File: config.mk
export PLATFORM = sky130hd
export DESIGN_NAME = dmem_port_arbiter
export DESIGN_NICKNAME = d
export VERILOG_FILES = /design/src/rtl/dmem_port_arbiter.sv
export SDC_FILE = /design/constraint.sdc
export NUM_CORES = 1
export LEC_CHECK = 0
export BUFFER_PORTS_ARGS = -buffer_cell sky130_fd_sc_hd__buf_2
export CORE_AREA = 3 3 121 123
export CTS_CLUSTER_DIAMETER = 100
export DETAILED_ROUTE_END_ITERATION = 10
export DIE_AREA = 0 0 124 126
export HOLD_SLACK_MARGIN = 0.06
export SYNTH_ARGS = -nofsm -noshare
export SYNTH_HDL_FRONTEND = slang
export SYNTH_SLANG_ARGS = --single-unit
File: constraint.sdc
create_clock -name clk -period 3.8 [get_ports clk]
set_input_delay 0.76 -clock clk [delete_from_list [all_inputs] [get_ports clk]]
set_output_delay 0.76 -clock clk [all_outputs]
set_load 0.01 [all_outputs]
File: src/rtl/dmem_port_arbiter.sv
// dmem_port_arbiter
//
// Shares the single data-memory port between the CPU M-stage access and a
// burst DMA requester. The CPU always wins the port because the pipeline
// cannot stall on memory; DMA beats are issued only in cycles where the CPU
// is not accessing memory.
//
// Parameters
//   MAX_BURST     largest burst length in words (dma_len == 0 encodes it)
//   STARVE_LIMIT  consecutive blocked BURST cycles before starve_irq is raised
//
// Ports
//   clk, reset                 clock; synchronous active-low reset
//   cpu_addr/wdata/byteen/rd   M-stage command (byteen != 0 means store)
//   cpu_rdata                  load data, always mem_rdata
//   dma_req/addr/len/we/wdata  burst request and current write word
//   dma_gnt                    one-cycle pulse in the first BURST cycle
//   dma_beat                   a DMA beat owns the memory port this cycle
//   dma_rvalid/rdata           read-beat data, one cycle after the beat
//   dma_done                   one-cycle pulse after the last beat
//   mem_addr/wdata/byteen/rd   memory command; read data returns next cycle
//   mem_rdata                  memory read data
//   starve_irq                 starvation flag for one HWInt bit
//
// Optional feature: define ARB_STARVE_IRQ_EN to build the starvation monitor.
// Without it starve_irq is tied to 0 and no counter exists.

module dmem_port_arbiter #(
    parameter int MAX_BURST    = 16,
    parameter int STARVE_LIMIT = 8
) (
    input  logic        clk,
    input  logic        reset,
    input  logic [31:0] cpu_addr,
    input  logic [31:0] cpu_wdata,
    input  logic [3:0]  cpu_byteen,
    input  logic        cpu_rd,
    output logic [31:0] cpu_rdata,
    input  logic        dma_req,
    input  logic [31:0] dma_addr,
    input  logic [4:0]  dma_len,
    input  logic        dma_we,
    input  logic [31:0] dma_wdata,
    output logic        dma_gnt,
    output logic        dma_beat,
    output logic        dma_rvalid,
    output logic [31:0] dma_rdata,
    output logic        dma_done,
    output logic [31:0] mem_addr,
    output logic [31:0] mem_wdata,
    output logic [3:0]  mem_byteen,
    output logic        mem_rd,
    input  logic [31:0] mem_rdata,
    output logic        starve_irq
);

    localparam int REM_W = $clog2(MAX_BURST + 1);

    typedef enum logic [1:0] {
        IDLE  = 2'd0,
        BURST = 2'd1,
        DONE  = 2'd2
    } state_t;

    state_t            state;
    state_t            state_nxt;
    logic [31:0]       addr_q;
    logic [REM_W-1:0]  rem_q;
    logic              we_q;
    logic              gnt_q;
    logic              dma_rd_q;
    logic              cpu_act;
    logic              beat;
    logic              last_beat;
    logic              accept;

    // Word alignment drops the low address bits of the burst start.
    logic unused_addr_lsb;
    assign unused_addr_lsb = ^dma_addr[1:0];

    assign cpu_act   = cpu_rd | (|cpu_byteen);
    assign beat      = (state == BURST) && !cpu_act;
    assign last_beat = beat && (rem_q == REM_W'(1));
    assign accept    = (state == IDLE) && dma_req;

    // ---- state register ----
    always_ff @(posedge clk) begin
        if (!reset) begin
            state <= IDLE;
        end else begin
            state <= state_nxt;
        end
    end

    always_comb begin
        state_nxt = state;
        case (state)
            IDLE:    if (dma_req) state_nxt = BURST;
            BURST:   if (last_beat) state_nxt = DONE;
            DONE:    state_nxt = IDLE;
            default: state_nxt = IDLE;
        endcase
    end

    // ---- burst bookkeeping ----
    always_ff @(posedge clk) begin
        if (!reset) begin
            addr_q   <= 32'd0;
            rem_q    <= '0;
            we_q     <= 1'b0;
            gnt_q    <= 1'b0;
            dma_rd_q <= 1'b0;
        end else begin
            gnt_q    <= accept;
            // Memory returns read data one cycle after mem_rd, so the read
            // flag is delayed by exactly one cycle to qualify dma_rdata.
            dma_rd_q <= beat && !we_q;
            if (accept) begin
                addr_q <= {dma_addr[31:2], 2'b00};
                rem_q  <= (dma_len == 5'd0) ? REM_W'(MAX_BURST) : REM_W'(dma_len);
                we_q   <= dma_we;
            end else if (beat) begin
                addr_q <= addr_q + 32'd4;
                rem_q  <= rem_q - REM_W'(1);
            end
        end
    end

    // ---- memory port mux ----
    always_comb begin
        mem_addr   = cpu_addr;
        mem_wdata  = cpu_wdata;
        mem_byteen = cpu_byteen;
        mem_rd     = cpu_rd;
        if (beat) begin
            mem_addr   = addr_q;
            mem_wdata  = dma_wdata;
            mem_byteen = we_q ? 4'hF : 4'h0;
            mem_rd     = !we_q;
        end
    end

    assign cpu_rdata  = mem_rdata;
    assign dma_rdata  = mem_rdata;
    assign dma_rvalid = dma_rd_q;
    assign dma_gnt    = gnt_q;
    assign dma_beat   = beat;
    assign dma_done   = (state == DONE);

`ifdef ARB_STARVE_IRQ_EN
    localparam int CNT_W = $clog2(STARVE_LIMIT + 1);

    logic [CNT_W-1:0] starve_cnt;
    logic             starve_q;

    // ---- starvation monitor ----
    always_ff @(posedge clk) begin
        if (!reset) begin
            starve_cnt <= '0;
            starve_q   <= 1'b0;
        end else begin
            // Counts only consecutive blocked BURST cycles; any beat or
            // leaving BURST restarts the count.
            if ((state == BURST) && cpu_act) begin
                if (starve_cnt != CNT_W'(STARVE_LIMIT)) begin
                    starve_cnt <= starve_cnt + CNT_W'(1);
                end
            end else begin
                starve_cnt <= '0;
            end
            // The flag is sticky across beats and only drops at burst end.
            if (state == DONE) begin
                starve_q <= 1'b0;
            end else if (starve_cnt == CNT_W'(STARVE_LIMIT)) begin
                starve_q <= 1'b1;
            end
        end
    end

    assign starve_irq = starve_q;
`else
    assign starve_irq = 1'b0;
`endif

endmodule

==> results summary <==
The final-layout setup total negative slack came out at 0 ps. The number of buffers added by the clock tree synthesis step is 5. For this run, the share of the core covered by cells in the final layout is 32.07%. The placed cell count is about 860. In this run the post-CTS setup repair buffer count came out at 0.

The number of global-route vias before repair came to approximately 3700. The final-report setup violation count is 0. At the end of routability-driven placement, the weighted congestion stood at ~0.73. The peak supply drop came out at 154.7 uV.

The tightest min-delay check is of the register to register type. The startpoint class of the critical path is an input pin. The chip height came out at about 130 um.

The floorplan step set the die width to ~120 um. After legalization and detailed placement, the total HPWL measured 9.110 mm. The post-layout total power came out at 1.234 mW. The count of final max-slew check failures is 0. The number of enable-type register cells in the synthesized netlist came out at 0. The most used flip-flop cell after synthesis is dfxtp_1.

Leaving out fill and tap cells, the most frequent cell in the layout is buf_2. The vias per cell came out at 4.609. The transition time at the pin with the least slew margin is 982.1 ps. The count of cells in the finished layout, fillers not included, comes to 865. The critical path is of the input pin to output port type. The setup slack after placement came out at about 650 ps. The post-synthesis instance area came out at 3467 um2. After clock tree synthesis, the clock-pin slew on the worst setup and hold paths is 60 ps.

The proportion of synthesized chip area in sequential cells came out at 23.10%. Setup slack closes at 718.8 ps. The remaining global-route overflow came out at 0. The run finished with clean final reports. The number of clock sinks is 40. Setup repair after global routing left no endpoint under its margin. The area of placed instances came out at 4253 um2. The first-pass GRT wire length came out at 18.46 mm.

The clock network latency to the later pin of the worst-skew pair came out at between 200 and 300 ps. The share of total power dissipated in sequential elements is 38.7%. 0 antenna diodes ended up in the layout.

The worst slack on hold paths is 498.3 ps. The worst setup path is captured at an output port. The core outline area is 13770 um2. The final number of hold-violating endpoints is 0. The total die area is 15620 um2.

The total wirelength of the detailed-routed design came out at 12.10 mm. The buffer levels on the longest clock path is 2. In this run, post-CTS hold repair placed 0 buffers.

The cell row count is 43. The clock network fraction of total power came out at between 30% and 40%. The cell leakage power came out at 2.201 nW. The flip-flop and latch count after synthesis came out at 40. After synthesis, the share of flip-flops with an asynchronous set or reset is 0%. The internal power summed over all cells is 0.8877 mW. The number of resized instances in the post-cts repair step came out at 0. Global routing used 14.62% of the available tracks across all layers.

The power per cell area is ~280 nW/um2. The tightest slew margin relative to the limit came out at 34.46%. The number of top-level design ports came out at 312. The total iterations of the first detailed-routing run is 5. The number of different library cells used by synthesis comes to slightly below 50. The final worst-path cycle share is approximately 81%.

The fraction of final layout cells sized beyond drive strength 1 came out at 35.18%. Summing all non-filler instances in the final layout gives an area of 4417 um2. The synthesized instance count came out at approximately 550. The switching power of the nets is between 0.3 and 0.4 mW. The routed design could run at a clock period as short as 3081 ps. The count of buffers inserted at the top-level ports came out at 212. Detailed routing inserted a total of 3987 vias. The cell at the root of the clock tree is clkbuf_16.

For this run, design rule violations remaining after detail routing come to 0. Relative to the synthesized area, the layout overhead comes to 27.39%. When the netlist entered floorplanning its net count stood at 729.

In this run, the combinational gates consume 21.9% of the power. The remaining number of nets flagged by the antenna check after routing came out at 0. At the worst endpoint, the arrival time is 2320 ps. For the worst setup path, the data required time is 3040 ps.

The average detailed-routed wire length per instance came out at about 14 um. A synthesized cell averages ~6.3 um2. Of the total power, the share spent switching nets is 28.08%.

The number of H-tree levels came out at 2. The starting density of the core came out at ~25%. For this run, the top clock speed supported by timing is between 300 and 400 MHz. The number of nets at the end of the flow is 861. TritonCTS built the clock tree. The initial antenna violation count came out at 0. The number of maximum-capacitance violations is 0.

In the layout the commonest cells are buf_2 (212), nand2_1 (209), dfxtp_1 (40), nand3_1 (25), a21oi_1 (25). Entering global routing, the biggest net connects 53 pins. The violation count after the first detailed-route iteration came out at 208. Yosys printed 0 warnings. The largest fanout of any net on the critical path is 19.

The clock skew after layout came out at 5.397 ps.
[cells in the mapped netlist, types with 6 or more instances]
library cell  number  area (um2)
nor3_1            14       70.07
a21o_1             6       45.04
clkbuf_1          25       93.84
a21oi_1           25       125.1
o21ai_0           15       75.07
nand2_1          210       788.3
o211ai_1          11       82.58
buf_4             65       488.0
dfxtp_1           40       800.8
nand3_1           25       125.1
nand4_1            9       56.30
inv_1             10       37.54
nor2_1            21       78.83
[path summary, 6_finish.rpt]
| path | from | endpoint | slack (ps) | cells after the start |
|---|---|---|---|---|
| worst max-delay path | cpu_byteen[1] | mem_addr[20] | 720 | 9 |
| worst min-delay path | rem_q[3] | rem_q[3] | 500 | 2 |
| worst max register to register | addr_q[2] | addr_q[24] | 1160 | 6 |
| worst min register to register | rem_q[3] | rem_q[3] | 500 | 2 |
[final cells by class]
class	count	area, um2
fill	1531	9356
multi-input combinational	406	2036
timing repair buffer	221	1154
sequential	40	800.8
tap	180	225.2
clock buffer	6	128.9
inverter	10	37.54
clock inverter	2	35.03
[worst max-delay path, cell delays in order]
cell and delay [ps]:
buf_2 110, nor4_1 340, buf_4 200, nand2_4 50
inv_2 330, buf_4 250, nand2_1 80, nand2_1 60
buf_2 130
[power by group through the flow]
stage,clock (mW),sequential (mW),combinational (mW)
2_1_floorplan,0,0.477,0.206
3_3_place_gp,0,0.487,0.271
3_5_place_dp,0,0.487,0.272
4_1_cts,0.499,0.478,0.274
5_1_grt,0.517,0.483,0.306
6_report,0.486,0.478,0.270
[metal layers]
| metal | global-route usage (%) | wire, um | part of all wire [%] | vias to the layer above |
|---|---|---|---|---|
| li1 | - | - | - | 2045 |
| met1 | 17.89 | 5138 | 42 | 1754 |
| met2 | 25.58 | 5680 | 47 | 158 |
| met3 | 3.323 | 1046 | 8.6 | 30 |
| met4 | 3.866 | 238 | 2.0 | 0 |
| met5 | 0 | 0 | 0 | - |
[flip-flops by register name, indices dropped and copies added, names as in the netlist]
| name | count |
|---|---|
| state | 2 |
| we_q | 1 |
| dma_gnt | 1 |
| dma_rvalid | 1 |
| rem_q | 5 |
| addr_q | 30 |
[cells by family (layout without fill, tap and decap cells)]
kind of cell | Yosys count | in the layout | share of synthesized area (%)
compound gates | 82 | 82 | 15.37
xor+xnor | 10 | 10 | 2.526
fa+ha+maj | 3 | 3 | 1.083
buf+inv | 106 | 239 | 18.55
flops | 40 | 40 | 23.10
mux | 3 | 3 | 0.9743
other cells | 1 | 1 | 0.1082
simple gates | 307 | 307 | 38.29
Note: power is estimated with default switching activity, not from simulation.
